File: src/rtl/l1_refill.sv
// L1 cache line refill engine: on a miss it requests the line from memory,
// assembles the returned beats, writes tag/data in one cycle and signals done.
module l1_refill #(
    parameter int WAY_NUM    = 4,
    parameter int IDX_W      = 7,
    parameter int ADDR_W     = 32,
    parameter int LINE_WORDS = 4
) (
    input  logic                                           clk,
    input  logic                                           rst,
    input  logic                                           miss_val,
    input  logic [ADDR_W-1:0]                              miss_addr,
    input  logic [WAY_NUM-1:0]                             miss_way_vect,
    input  logic                                           miss_evict,
    output logic                                           busy,
    output logic                                           mem_req,
    output logic [ADDR_W-1:0]                              mem_addr,
    input  logic                                           mem_ack,
    input  logic                                           mem_rvalid,
    input  logic [31:0]                                    mem_rdata,
    output logic                                           fill_we,
    output logic [IDX_W-1:0]                               fill_idx,
    output logic [WAY_NUM-1:0]                             fill_way_vect,
    output logic [ADDR_W-IDX_W-2-$clog2(LINE_WORDS)-1:0]   fill_tag,
    output logic [32*LINE_WORDS-1:0]                       fill_line,
    output logic                                           done,
    output logic [31:0]                                    done_word,
    output logic [15:0]                                    evict_cnt
);
    localparam int BEAT_W = $clog2(LINE_WORDS);
    localparam int OFF_W  = 2 + BEAT_W;
    localparam int TAG_W  = ADDR_W - IDX_W - OFF_W;

    typedef enum logic [2:0] {IDLE, REQ, FILL, WRITE, DONE} state_t;

    state_t                         state_q, state_d;
    logic [ADDR_W-1:2]              addr_q, addr_d;
    logic [WAY_NUM-1:0]             way_q, way_d;
    logic                           evict_q, evict_d;
    logic [BEAT_W-1:0]              beat_q, beat_d;
    logic [LINE_WORDS-1:0][31:0]    line_q, line_d;
    logic [15:0]                    evict_cnt_q, evict_cnt_d;
    logic                           rv_q;
    logic [31:0]                    rd_q;

    always_ff @(posedge clk) begin
        if (rst) begin
            state_q     <= IDLE;
            addr_q      <= '0;
            way_q       <= '0;
            evict_q     <= 1'b0;
            beat_q      <= '0;
            line_q      <= '0;
            evict_cnt_q <= '0;
            rv_q        <= 1'b0;
            rd_q        <= '0;
        end else begin
            state_q     <= state_d;
            addr_q      <= addr_d;
            way_q       <= way_d;
            evict_q     <= evict_d;
            beat_q      <= beat_d;
            line_q      <= line_d;
            evict_cnt_q <= evict_cnt_d;
            // Beats are registered before assembly; only those arriving in FILL count,
            // which also drops any beat coincident with mem_ack.
            rv_q        <= mem_rvalid && (state_q == FILL);
            rd_q        <= mem_rdata;
        end
    end

    always_comb begin
        state_d     = state_q;
        addr_d      = addr_q;
        way_d       = way_q;
        evict_d     = evict_q;
        beat_d      = beat_q;
        line_d      = line_q;
        evict_cnt_d = evict_cnt_q;
        case (state_q)
            IDLE: begin
                if (miss_val) begin
                    addr_d  = miss_addr[ADDR_W-1:2];
                    way_d   = miss_way_vect;
                    evict_d = miss_evict;
                    state_d = REQ;
                end
            end
            REQ: begin
                if (mem_ack) begin
                    beat_d  = '0;
                    state_d = FILL;
                end
            end
            FILL: begin
                if (rv_q) begin
                    line_d[beat_q] = rd_q;
                    beat_d         = beat_q + 1'b1;
                    if (beat_q == BEAT_W'(LINE_WORDS-1))
                        state_d = WRITE;
                end
            end
            WRITE: begin
                if (evict_q && (evict_cnt_q != 16'hFFFF))
                    evict_cnt_d = evict_cnt_q + 16'd1;
                state_d = DONE;
            end
            DONE:    state_d = IDLE;
            default: state_d = IDLE;
        endcase
    end

    assign busy          = (state_q != IDLE);
    assign mem_req       = (state_q == REQ);
    assign mem_addr      = {addr_q[ADDR_W-1:OFF_W], {OFF_W{1'b0}}};
    assign fill_we       = (state_q == WRITE);
    assign fill_idx      = addr_q[OFF_W +: IDX_W];
    assign fill_tag      = addr_q[ADDR_W-1 -: TAG_W];
    assign fill_way_vect = way_q;
    assign fill_line     = line_q;
    assign done          = (state_q == DONE);
    assign done_word     = line_q[addr_q[2 +: BEAT_W]];
    assign evict_cnt     = evict_cnt_q;
endmodule

File: config.mk
export PLATFORM = sky130hd
export DESIGN_NAME = l1_refill
export DESIGN_NICKNAME = d
export VERILOG_FILES = /design/src/rtl/l1_refill.sv
export SDC_FILE = /design/constraint.sdc
export NUM_CORES = 1
export LEC_CHECK = 0
export ABC_AREA = 0
export BUFFER_PORTS_ARGS = -buffer_cell sky130_fd_sc_hd__buf_2
export CORE_UTILIZATION = 45
export DETAILED_ROUTE_END_ITERATION = 7
export PLACE_DENSITY = 0.76
export RECOVER_POWER = 100
export SYNTH_ARGS = -nofsm -noshare
export SYNTH_HDL_FRONTEND = slang
export SYNTH_SLANG_ARGS = --single-unit
File: constraint.sdc
create_clock -name clk -period 1.7 [get_ports clk]
set_input_delay 0.51 -clock clk [delete_from_list [all_inputs] [get_ports clk]]
set_output_delay 0.51 -clock clk [all_outputs]
set_load 0.01 [all_outputs]
======== Word-level counts from Yosys, hierarchy flattened ========
Cells that the tools add are included.
W data, S select, Z words.
word-level totals
  logic and storage cells ................. 51
  output and inout bits ................... 244
  bits of input ports ..................... 74
  register bits ........................... 217
cells by class
  mux-type cells .......................... 13
  reduce and logical (&&, ||, !) cells .... 11
  magnitude comparators ................... 3
  eq/ne operators ......................... 10
  add/sub/neg operators ................... 2
operators with widths
  kind                     count
  $bwmux W128              1
  $bmux W32 S2             1
  $demux W32 S2            1
  $mux W32                 2
  $add A16 B1 Y16 const B  1
  $ne A16 B16 Y1 const B   1
  $mux W3                  4
  $pmux W3 S4              1
  $eq A3 B2 Y1 const B     2
  $lt A2 B3 Y1 const B     2
  $reduce_and A2 Y1        3
  $mux W2                  2
  $ne A2 B1 Y1 const B     2
  $ne A2 B2 Y1 const B     2
  $pmux W2 S2              1
  $reduce_and A4 Y1        1
  $eq A3 B1 Y1 const B     1
  $eq A3 B3 Y1 const B     1
  $logic_and A1 B1 Y1      3
  $logic_not A3 Y1         1
  $reduce_and A3 Y1        1
  $reduce_bool A3 Y1       1
  $add A2 B1 Y2 const B    1
  $eq A2 B2 Y1 const B     1
  other kinds (2)          2

======== Depth between registers and ports, before layout ========
Gate-level depths: netlist of run 1.
  depth in word-level cells ............... 5
  mapped depth ............................ 8
  gate-level depth less buffers ........... 5

======== Least setup slack after synthesis of run 1 ========
Ideal clock, no wire load.
  kind .................................... flip-flop to output port
  start point ............................. register addr_q[3] (netlist bit)
  end point ............................... output done_word[0]
  buffers on the path ..................... 3
  arrival ................................. 1344 ps
  stages on the path, launching flop included .. 5
  path slack .............................. -154 ps
  required time ........................... 1190 ps
  path through ............................ dfxtp_1 > buf_2 > buf_2 > buf_2 > mux4_2
on the way
  longest elaborated chain between the ends .. 2
ends and longest elaborated chain
  element                         RTL line  text
  start: declaration              37        logic [ADDR_W-1:2] addr_q, addr_d;
  start signal: assignment        59        addr_q <= addr_d;
  $bmux W32 S2                    122       assign done_word = line_q[addr_q[2 +: BEAT_W]];
  $mux W32 (not written as such)  122
  end: declaration                27        output logic [31:0] done_word,
No other way between the ends. The select of a mux whose other input is x is not followed.

======== Worst setup path after layout of run 1 ========
  start point ............................. register addr_q[2] (netlist bit)
  end point ............................... output done_word[17]
The elaborated chain is that of the path after synthesis.

==> results.md, run 1 <==
- Status: finished, violations left
- Violated checks: negative setup slack
- Post-DR wirelength/cell: 19.1 um
- Mean Syn Cell Area: 8.69 um^2
- Synth cell types: 45
- Number of remaining DRC errors: 0
- CTS tree: done
- Hpwl dp: 16800 um
- Fin crit period: 2.31 ns
- R2R Setup Slk: -0.14 ns
- RSZ-0062 raised after global routing: true
- Hold WC Path Type: input pin to flip-flop
- CTS Buf Count: 23
- Largest net degree at the start of global routing: 82
- Final setup vio count: 162
- Fmax: 433 MHz
- Area Overhead vs Synth: 42.1%
- Die Wd: 143 um
- Critical Path Fanout Max: 8
- # placed instances: 1522
- First-pass GRT wire length: 38400 um
- Die Ht: 143 um
- DR vias/cell: 5.37
- Post-synth EDFFs: 0
- Grt total ovfl: 0
- CP Cell Sequence: buf_12, mux4_2, buf_6
- Critical path data required time: 1.19 ns
- First drt pass iteration count: 5
- Number of fill cells in the layout: 1649
- Layout Nets: 1389
- Worst Path Buf+Inv: 2
- CTS Root Cell: clkbuf_16
- Clock transition at path regs: 0.06 ns
- FF+latch count, synth: 217
- Non-filler cells in the finished layout: 1591
- Drt total wl: 30400 um
- Rel. slew slack: 0.330
- Most used DFF post-synth: dfxtp_1
- Max stage delay on crit path: 0.53 ns
- Post-DRT Antenna Nets: 0
- Post-synthesis cell count: 1024
- ANT cells: 0
- Post-CTS Hold Buffers: 0
- Max rail drop VDD: 715 uV
- Asr flop ratio synth: 0
- MaxCap Viol Count: 0
- WHS: 0.203 ns
- Die area: 20300 um^2
- Crit path max-delay cell type: mux4_2
- Longest Clk Path Bufs: 3
- Vias in the first global route: 7308
- Startpoint types: flip-flop
- Via count: 8550
- H-tree levels: 1
- 1st-iter DRT viols: 479
- Placer congestion estimate: 0.884
- Crit path arrival time: 1.80 ns
- PortBufs: 311
- Leak: 5.22 nW
- Synthesized area: 8900 um^2
- Clk_lat worst skew: 0.51 ns
- Row cnt: 51
- Tcrit/Tclk final: 1.36
- YS warnings: 0
- Worst-Margin Slew: 1.01 ns
- Clock Skew: 0.0142 ns
- PnR worst setup slack: -0.611 ns
- Max-slew violation count: 0
- Core area: 19400 um^2
- GRT Total Usage: 0.242
- Clk sinks: 217
- Fin. Hold Viols: 0
- CP top delay family: multiplexers
- Sequential element share of the synthesized area: 0.488
- Initial antenna violation count: 1
- Initial core utilization: 0.459
- Layout cells sized above 1: 0.369
- WS Path Type: flip-flop to primary output
- IO Pins: 318
- Setup crit end kind: primary output
- Power Dens Cells: 888 nW/um^2
state kept, by name, summed over array words and instances (netlist names):
signal         flops
state_q            3
rv_q               1
rd_q              32
addr_q            30
beat_q             2
evict_cnt         16
evict_q            1
fill_line        128
fill_way_vect      4
synth_stat cells (2+ instances only):
cell type  number  area (um^2)
mux4_2         32          721
nand4_1         6         37.5
ha_1            5         62.6
nor3_1          7         35.0
and4_1          3         26.3
buf_4          61          458
nor2b_1        32          200
buf_2          19         95.1
o31ai_1         3         22.5
buf_6          12          135
o21ai_0         9         45.0
nand2_1       340         1280
o21bai_1        2         15.0
dfxtp_1       217         4340
or3_1           9         56.3
nor2_1          5         18.8
and2_1          2         12.5
or4_1           3         22.5
a21oi_1       175          876
inv_1           7         26.3
nand3_1         5         25.0
nor4_1          2         12.5
and2_0          2         12.5
nand2b_1        3         18.8
o311a_1         2         20.0
nand3b_1        2         15.0
clkbuf_1       41          154
cell families (layout without fill, tap and decap cells):
logic type	after synthesis	after routing	share of synthesized area
multiplexers	33	33	0.0821
AND/OR/NAND/NOR	429	429	0.208
other	1	4	0.000421
buffers and inverters	140	439	0.0975
adder cells (fa/ha/maj)	5	5	0.00703
flip-flops	217	217	0.488
AO/OA/AOI/OAI	199	199	0.117
where the power goes:
group          switching (mW)  internal, mW  total [mW]
Clock                    2.06          3.09        5.14
Sequential              0.153          5.19        5.34
Combinational           0.429         0.318       0.747
Total                    2.64          8.59        11.2
per-layer routing:
metal	routed length (um)	track usage	up-vias
met3	2540	0.0456	81
met2	14900	0.412	399
met4	1110	0.0900	2
met1	11900	0.304	4124
met5	13	0	-
li1	-	-	3944
final timing paths:
kind / from / cells after the start / endpoint
worst max-delay path: addr_q[2]$_SDFFE_PP0P_ / 3 / done_word[17]
worst min-delay path: mem_rdata[18] / 2 / rd_q[18]$_SDFF_PP0_
worst max register to register: state_q[0]$_SDFFE_PP0P_ / 4 / evict_cnt[11]$_SDFFE_PP0P_
worst min register to register: fill_way_vect[1]$_SDFFE_PP0P_ / 2 / fill_way_vect[1]$_SDFFE_PP0P_
metrics by stage:
step | setup WS [ns] | area [um^2] | power, mW | setup TNS, ns | utilization
after floorplan | -0.0138 | 8940 | 5.88 | -0.138 | -
after global routing | -0.661 | 12600 | 11.6 | -38.61 | 0.652
after CTS | -0.629 | 11500 | 11.2 | -19.10 | 0.593
after detailed placement | -0.109 | 10500 | 6.09 | -1.60 | 0.543
after global placement | -0.0892 | 10500 | 6.08 | -1.13 | 0.543
final | -0.611 | 12600 | 11.2 | -26.90 | 0.652
placed cells by master (no fill, tap or decap), types with 3 or more instances in the layout:
master / Yosys / layout
nand2_1: 340 / 234
dfxtp_1: 217 / 213
clkbuf_1: 41 / 201
a21oi_2: 0 / 105
buf_2: 19 / 98
nand2_4: 0 / 71
a21oi_1: 175 / 70
nand2_2: 0 / 34
clkbuf_16: 0 / 33
mux4_2: 32 / 32
nor2b_1: 32 / 32
buf_4: 61 / 28
buf_6: 12 / 26
clkbuf_2: 0 / 16
buf_12: 0 / 14
o21ai_0: 9 / 9
or3_1: 9 / 8
nand4_1: 6 / 7
inv_1: 7 / 6
nor3_1: 7 / 6
nand3_1: 5 / 5
ha_1: 5 / 5
and2_4: 0 / 4
nor2_1: 5 / 4
conb_1: 1 / 4
and4_1: 3 / 3
o31ai_1: 3 / 3
or4_1: 3 / 3
clkbuf_8: 0 / 3
bufinv_16: 0 / 3
clkinv_2: 0 / 3
cell type report:
class	count	area (um^2)	area share
multi-input combinational	670	4760	0.376
sequential	217	4350	0.344
timing repair buffer	391	2400	0.190
clock buffer	32	639	0.0506
tap	265	332	0.0262
clock inverter	9	129	0.0102
inverter	7	31.3	0.00247
what timing repair did:
action,in CTS,in global routing
hold endpoints to repair,0,0
buffers inserted,7,7
endpoints found under the setup margin,36,171
pin swaps,6,145
gates cloned,1,15
resized for setup,33,309
(Power assumes the default switching activity.)
==> run 2: changes to the inputs <==
Settings changed: CORE_UTILIZATION 45 to 50, PLACE_DENSITY 0.76 to 0.8.
Clock period 1.7 ns to 2.9 ns, I/O delays scaled along.
==> run 2 against run 1 <==
Against the previous run:
- the flow finishes with violations (max-capacitance violations, max-slew violations)
- worst setup slack better by 0.72 ns
- combinational power down 54%
- critical path type unchanged
- die area down 9.9%
- final area down 16%
- highest routed layer is now met4
- largest power group unchanged
- sequential share of layout area up 6.7 points
- routed wire length down 19%
- critical endpoint is now done_word[6]
==> results.md, run 2 (synthesis gave the netlist of run 1 again) <==
- Critical Path Fanout Max: 18
- Area Overhead vs Synth: 18.8%
- CTS tree: done
- PnR worst setup slack: 0.114 ns
- H-tree levels: 1
- Die Ht: 135 um
- Layout cells sized above 1: 0.139
- Worst setup startpoint: addr_q[2]$_SDFFE_PP0P_
- Placer congestion estimate: 0.851
- R2R Setup Slk: 0.27 ns
- Reg2Reg Depth: 6
- Post_cts resized: 0
- Initial core utilization: 0.513
- Rel. slew slack: -0.0886
- Status: finished, violations left
- First-pass GRT wire length: 37000 um
- Row cnt: 48
- Max-slew violation count: 79
- Grt total ovfl: 0
- IO Pins: 318
- Leak: 3.67 nW
- Fmax: 359 MHz
- Drt total wl: 24500 um
- Power Dens Cells: 616 nW/um^2
- Via count: 7930
- CTS Buf Count: 22
- WS Path Type: flip-flop to primary output
- Initial antenna violation count: 3
- Critical path data required time: 2.03 ns
- Worst-Margin Slew: 1.63 ns
- Die Wd: 135 um
- Post-DR wirelength/cell: 16.5 um
- Commonest non-fill, non-tap cell in the layout: nand2_1
- Die area: 18300 um^2
- WHS Path Cells: 2
- CTS Root Cell: clkbuf_16
- Vias in the first global route: 7131
- RSZ-0062 raised after global routing: false
- Final setup TNS: 0 ns
- Startpoint types: flip-flop
- MaxCap Viol Count: 1
- Worst Setup EP: done_word[6]
- First drt pass iteration count: 5
- Violated checks: max-capacitance violations, max-slew violations
- Clk_lat worst skew: 0.49 ns
- Post-CTS Hold Buffers: 0
- DR vias/cell: 5.32
- Max reg flops: 128
- Tcrit/Tclk final: 0.961
- Most frequent cells in the layout: 340 x nand2_1, 230 x clkbuf_1, 215 x dfxtp_1, 175 x a21oi_1, 73 x buf_2
- 1st-iter DRT viols: 433
- Fin crit period: 2.79 ns
- GRT Total Usage: 0.258
- Setup Buffers After CTS: 0
- Layout Nets: 1325
- Critical R2R Launch: state_q[1]$_SDFFE_PP0P_
- Clock transition at path regs: 0.06 ns
- Hold WC Path Type: flip-flop to flip-flop
- Number of fill cells in the layout: 1604
- Largest net degree at the start of global routing: 90
- Multi-input gate area: 3700 um^2
- PortBufs: 311
- Dpl ws: 0.603 ns
- Max rail drop VDD: 489 uV
- Final setup vio count: 0
- Clk sinks: 217
- Core area: 17400 um^2
- Clock Skew: 0.0127 ns
- Longest Clk Path Bufs: 3
- Setup crit end kind: primary output
- Sequential cell area: 4350 um^2
- Post-DRT Antenna Nets: 0
- Hpwl dp: 16300 um
- Worst R2R End: fill_line[38]$_SDFFE_PP0P_
- Number of remaining DRC errors: 0
- Fin. Hold Viols: 0
- Crit path arrival time: 1.92 ns
## run 2: cell type report
type / count / area share
diodes: 3 / 0.000710
clock buffers: 34 / 0.0659
clock inverters: 6 / 0.00994
inverters: 7 / 0.00249
multi-input cells: 670 / 0.350
flip-flops and latches: 217 / 0.411
well taps: 225 / 0.0266
repair buffers: 328 / 0.134
## run 2: power by group
| group | internal, mW | switching (mW) |
|---|---|---|
| combinational | 0.133 | 0.214 |
| sequential | 3.04 | 0.0568 |
| clock | 1.92 | 1.15 |
| total | 5.09 | 1.42 |
## run 2: how the worst min path moves through the flow
stage	end	slack [ns]	from
after floorplan	evict_q$_SDFFE_PP0P_	0.45	evict_q$_SDFFE_PP0P_
after global placement	fill_way_vect[3]$_SDFFE_PP0P_	0.44	fill_way_vect[3]$_SDFFE_PP0P_
after detailed placement	fill_way_vect[0]$_SDFFE_PP0P_	0.45	fill_way_vect[0]$_SDFFE_PP0P_
after CTS	fill_way_vect[0]$_SDFFE_PP0P_	0.46	fill_way_vect[0]$_SDFFE_PP0P_
after global routing	fill_way_vect[1]$_SDFFE_PP0P_	0.49	fill_way_vect[1]$_SDFFE_PP0P_
final	fill_way_vect[0]$_SDFFE_PP0P_	0.46	fill_way_vect[0]$_SDFFE_PP0P_
## run 2: stage by stage
step,area (um^2),std cells,utilization,hold WS (ns),total power [mW]
after CTS,10900,1487,0.628,0.459,6.58
after floorplan,8910,1027,-,0.445,3.44
after detailed placement,10100,1447,0.582,0.451,3.53
after global placement,10100,1447,0.582,0.444,3.52
after global routing,10600,1490,0.609,0.485,6.73
final,10600,1490,0.609,0.458,6.51
## run 2: critical path, cell delays in order (launching register included)
cell,delay [ns]
dfxtp_2,0.32
buf_4,0.36
mux4_2,0.59
buf_2,0.16
## run 2: metal layers
metal	part of all wire	wire length [um]	GRT usage
met4	0.032	775	0.115
met5	0	0	0
met2	0.50	12200	0.449
met3	0.074	1820	0.0456
met1	0.40	9740	0.311
==> run 3: changes to the inputs <==
Clock period 2.9 ns to 3.3 ns, I/O delays scaled along.
==> run 3 against run 2 <==
Against the previous run:
- clock power shrank 16%
- final cell count shrank 0.20%
- largest cell class unchanged
- largest power group unchanged
- sequential power shrank 12%
- register-to-register slack gained 0.20 ns
- the flow still finishes with violations (max-capacitance violations, max-slew violations)
- critical path type unchanged
- combinational power shrank 14%
==> results.md, run 3 (synthesis gave the netlist of run 1 again) <==
- Critical path data required time: 2.31 ns
- Fmax: 330 MHz
- GRT Total Usage: 0.255
- Row cnt: 48
- Rel. slew slack: -0.224
- Hold WC Path Type: flip-flop to flip-flop
- Final setup TNS: 0 ns
- Hpwl dp: 16300 um
- Clock power frac: 0.461
- Die Wd: 135 um
- CTS Root Cell: clkbuf_16
- First drt pass iteration count: 5
- PnR worst setup slack: 0.271 ns
- Pwr Total: 5.61 mW
- Vias in the first global route: 7032
- Setup crit end kind: primary output
- IO Pins: 318
- Max reg flops: 128
- Die area: 18300 um^2
- Die Ht: 135 um
- RSZ-0062 raised after global routing: false
- Initial core utilization: 0.513
- Max-slew violation count: 124
- Final setup vio count: 0
- Switching fraction of total power: 0.228
- Setup Buffers After CTS: 0
- Initial antenna violation count: 4
- Power Dens Cells: 536 nW/um^2
- Post_cts resized: 0
- Violated checks: max-capacitance violations, max-slew violations
- Clock Skew: 0.0103 ns
- First-pass GRT wire length: 36500 um
- Grt total ovfl: 0
- Area Overhead vs Synth: 17.7%
- Tcrit/Tclk final: 0.918
- WHS Path Cells: 2
- DR vias/cell: 5.31
- Commonest non-fill, non-tap cell in the layout: nand2_1
- Clk_lat worst skew: 0.50 ns
- Post-DR wirelength/cell: 16.7 um
- Clk sinks: 217
- Most frequent cells in the layout: 340 x nand2_1, 241 x clkbuf_1, 215 x dfxtp_1, 175 x a21oi_1, 72 x buf_2
- Longest Clk Path Bufs: 3
- Drt total wl: 24800 um
- 1st-iter DRT viols: 361
- Post-DRT Antenna Nets: 0
- Clock transition at path regs: 0.06 ns
- R2R Setup Slk: 0.47 ns
- Startpoint types: flip-flop
- CTS Buf Count: 23
- Max rail drop VDD: 417 uV
- CTS tree: done
- Fin crit period: 3.03 ns
- Internal power: 4.33 mW
- Critical Path Fanout Max: 14
- Flop pwr share: 0.486
- Crit path arrival time: 2.04 ns
- Leak: 3.58 nW
- MaxCap Viol Count: 2
- Fin. Hold Viols: 0
- Post-layout util: 0.604
- Number of remaining DRC errors: 0
- Largest net degree at the start of global routing: 91
- Layout Nets: 1323
- PortBufs: 311
- Reg2Reg Depth: 5
- Gate power share: 0.053
- H-tree levels: 1
- Placer congestion estimate: 0.837
- Via count: 7890
- Core area: 17400 um^2
- Layout cells sized above 1: 0.128
- Psw: 1.28 mW
- Worst-Margin Slew: 1.84 ns
- Dpl ws: 0.726 ns
- Status: finished, violations left
- Post-CTS Hold Buffers: 0
- WS Path Type: flip-flop to primary output
-- run 3: cell count changes in the layout (fill, tap and decap cells not counted), moves of 2 or more --
cell,delta
clkbuf_8,-3
buf_12,-2
clkinvlp_4,+3
clkinv_4,+2
clkbuf_1,+11
clkbuf_2,-12
-- run 3: layout make-up --
type	count	area, um^2
Antenna cell	4	10.0
Clock buffer	30	652
Clock inverter	9	110
Fill cell	1628	6880
Inverter	7	26.3
Multi-Input combinational cell	670	3700
Sequential cell	217	4350
Tap cell	225	282
Timing Repair Buffer	325	1350
-- run 3: through the flow --
step / std cells / hold slack [ns] / area [um^2]
final: 1487 / 0.459 / 10500
after global routing: 1487 / 0.484 / 10500
after CTS: 1483 / 0.460 / 10800
after detailed placement: 1444 / 0.450 / 10000
after global placement: 1444 / 0.443 / 10000
after floorplan: 1027 / 0.445 / 8910
-- run 3: layer usage --
layer / vias up / global-route usage / wire length (um)
li1: 3795 / - / -
met1: 3680 / 0.303 / 9680
met2: 358 / 0.454 / 12500
met3: 57 / 0.0460 / 1770
met4: 0 / 0.0993 / 834
met5: - / 0 / 0
-- run 3: power by group through the flow --
| stage | sequential, mW | combinational (mW) | clock [mW] |
|---|---|---|---|
| 2_1_floorplan | 2.76 | 0.259 | 0 |
| 3_3_place_gp | 2.78 | 0.311 | 0 |
| 3_5_place_dp | 2.79 | 0.314 | 0 |
| 4_1_cts | 2.73 | 0.315 | 2.62 |
| 5_1_grt | 2.74 | 0.327 | 2.73 |
| 6_report | 2.73 | 0.297 | 2.59 |
-- run 3: final timing paths --
path | from | end
worst max-delay path | addr_q[3]$_SDFFE_PP0P_ | done_word[16]
worst min-delay path | fill_way_vect[0]$_SDFFE_PP0P_ | fill_way_vect[0]$_SDFFE_PP0P_
worst max register to register | state_q[1]$_SDFFE_PP0P_ | fill_line[85]$_SDFFE_PP0P_
worst min register to register | fill_way_vect[0]$_SDFFE_PP0P_ | fill_way_vect[0]$_SDFFE_PP0P_
-- run 3: worst max-delay path: stages, from the launching register on --
cell and delay, ns:
dfxtp_2 0.70, buf_4 0.35, mux4_2 0.35, clkbuf_1 0.14
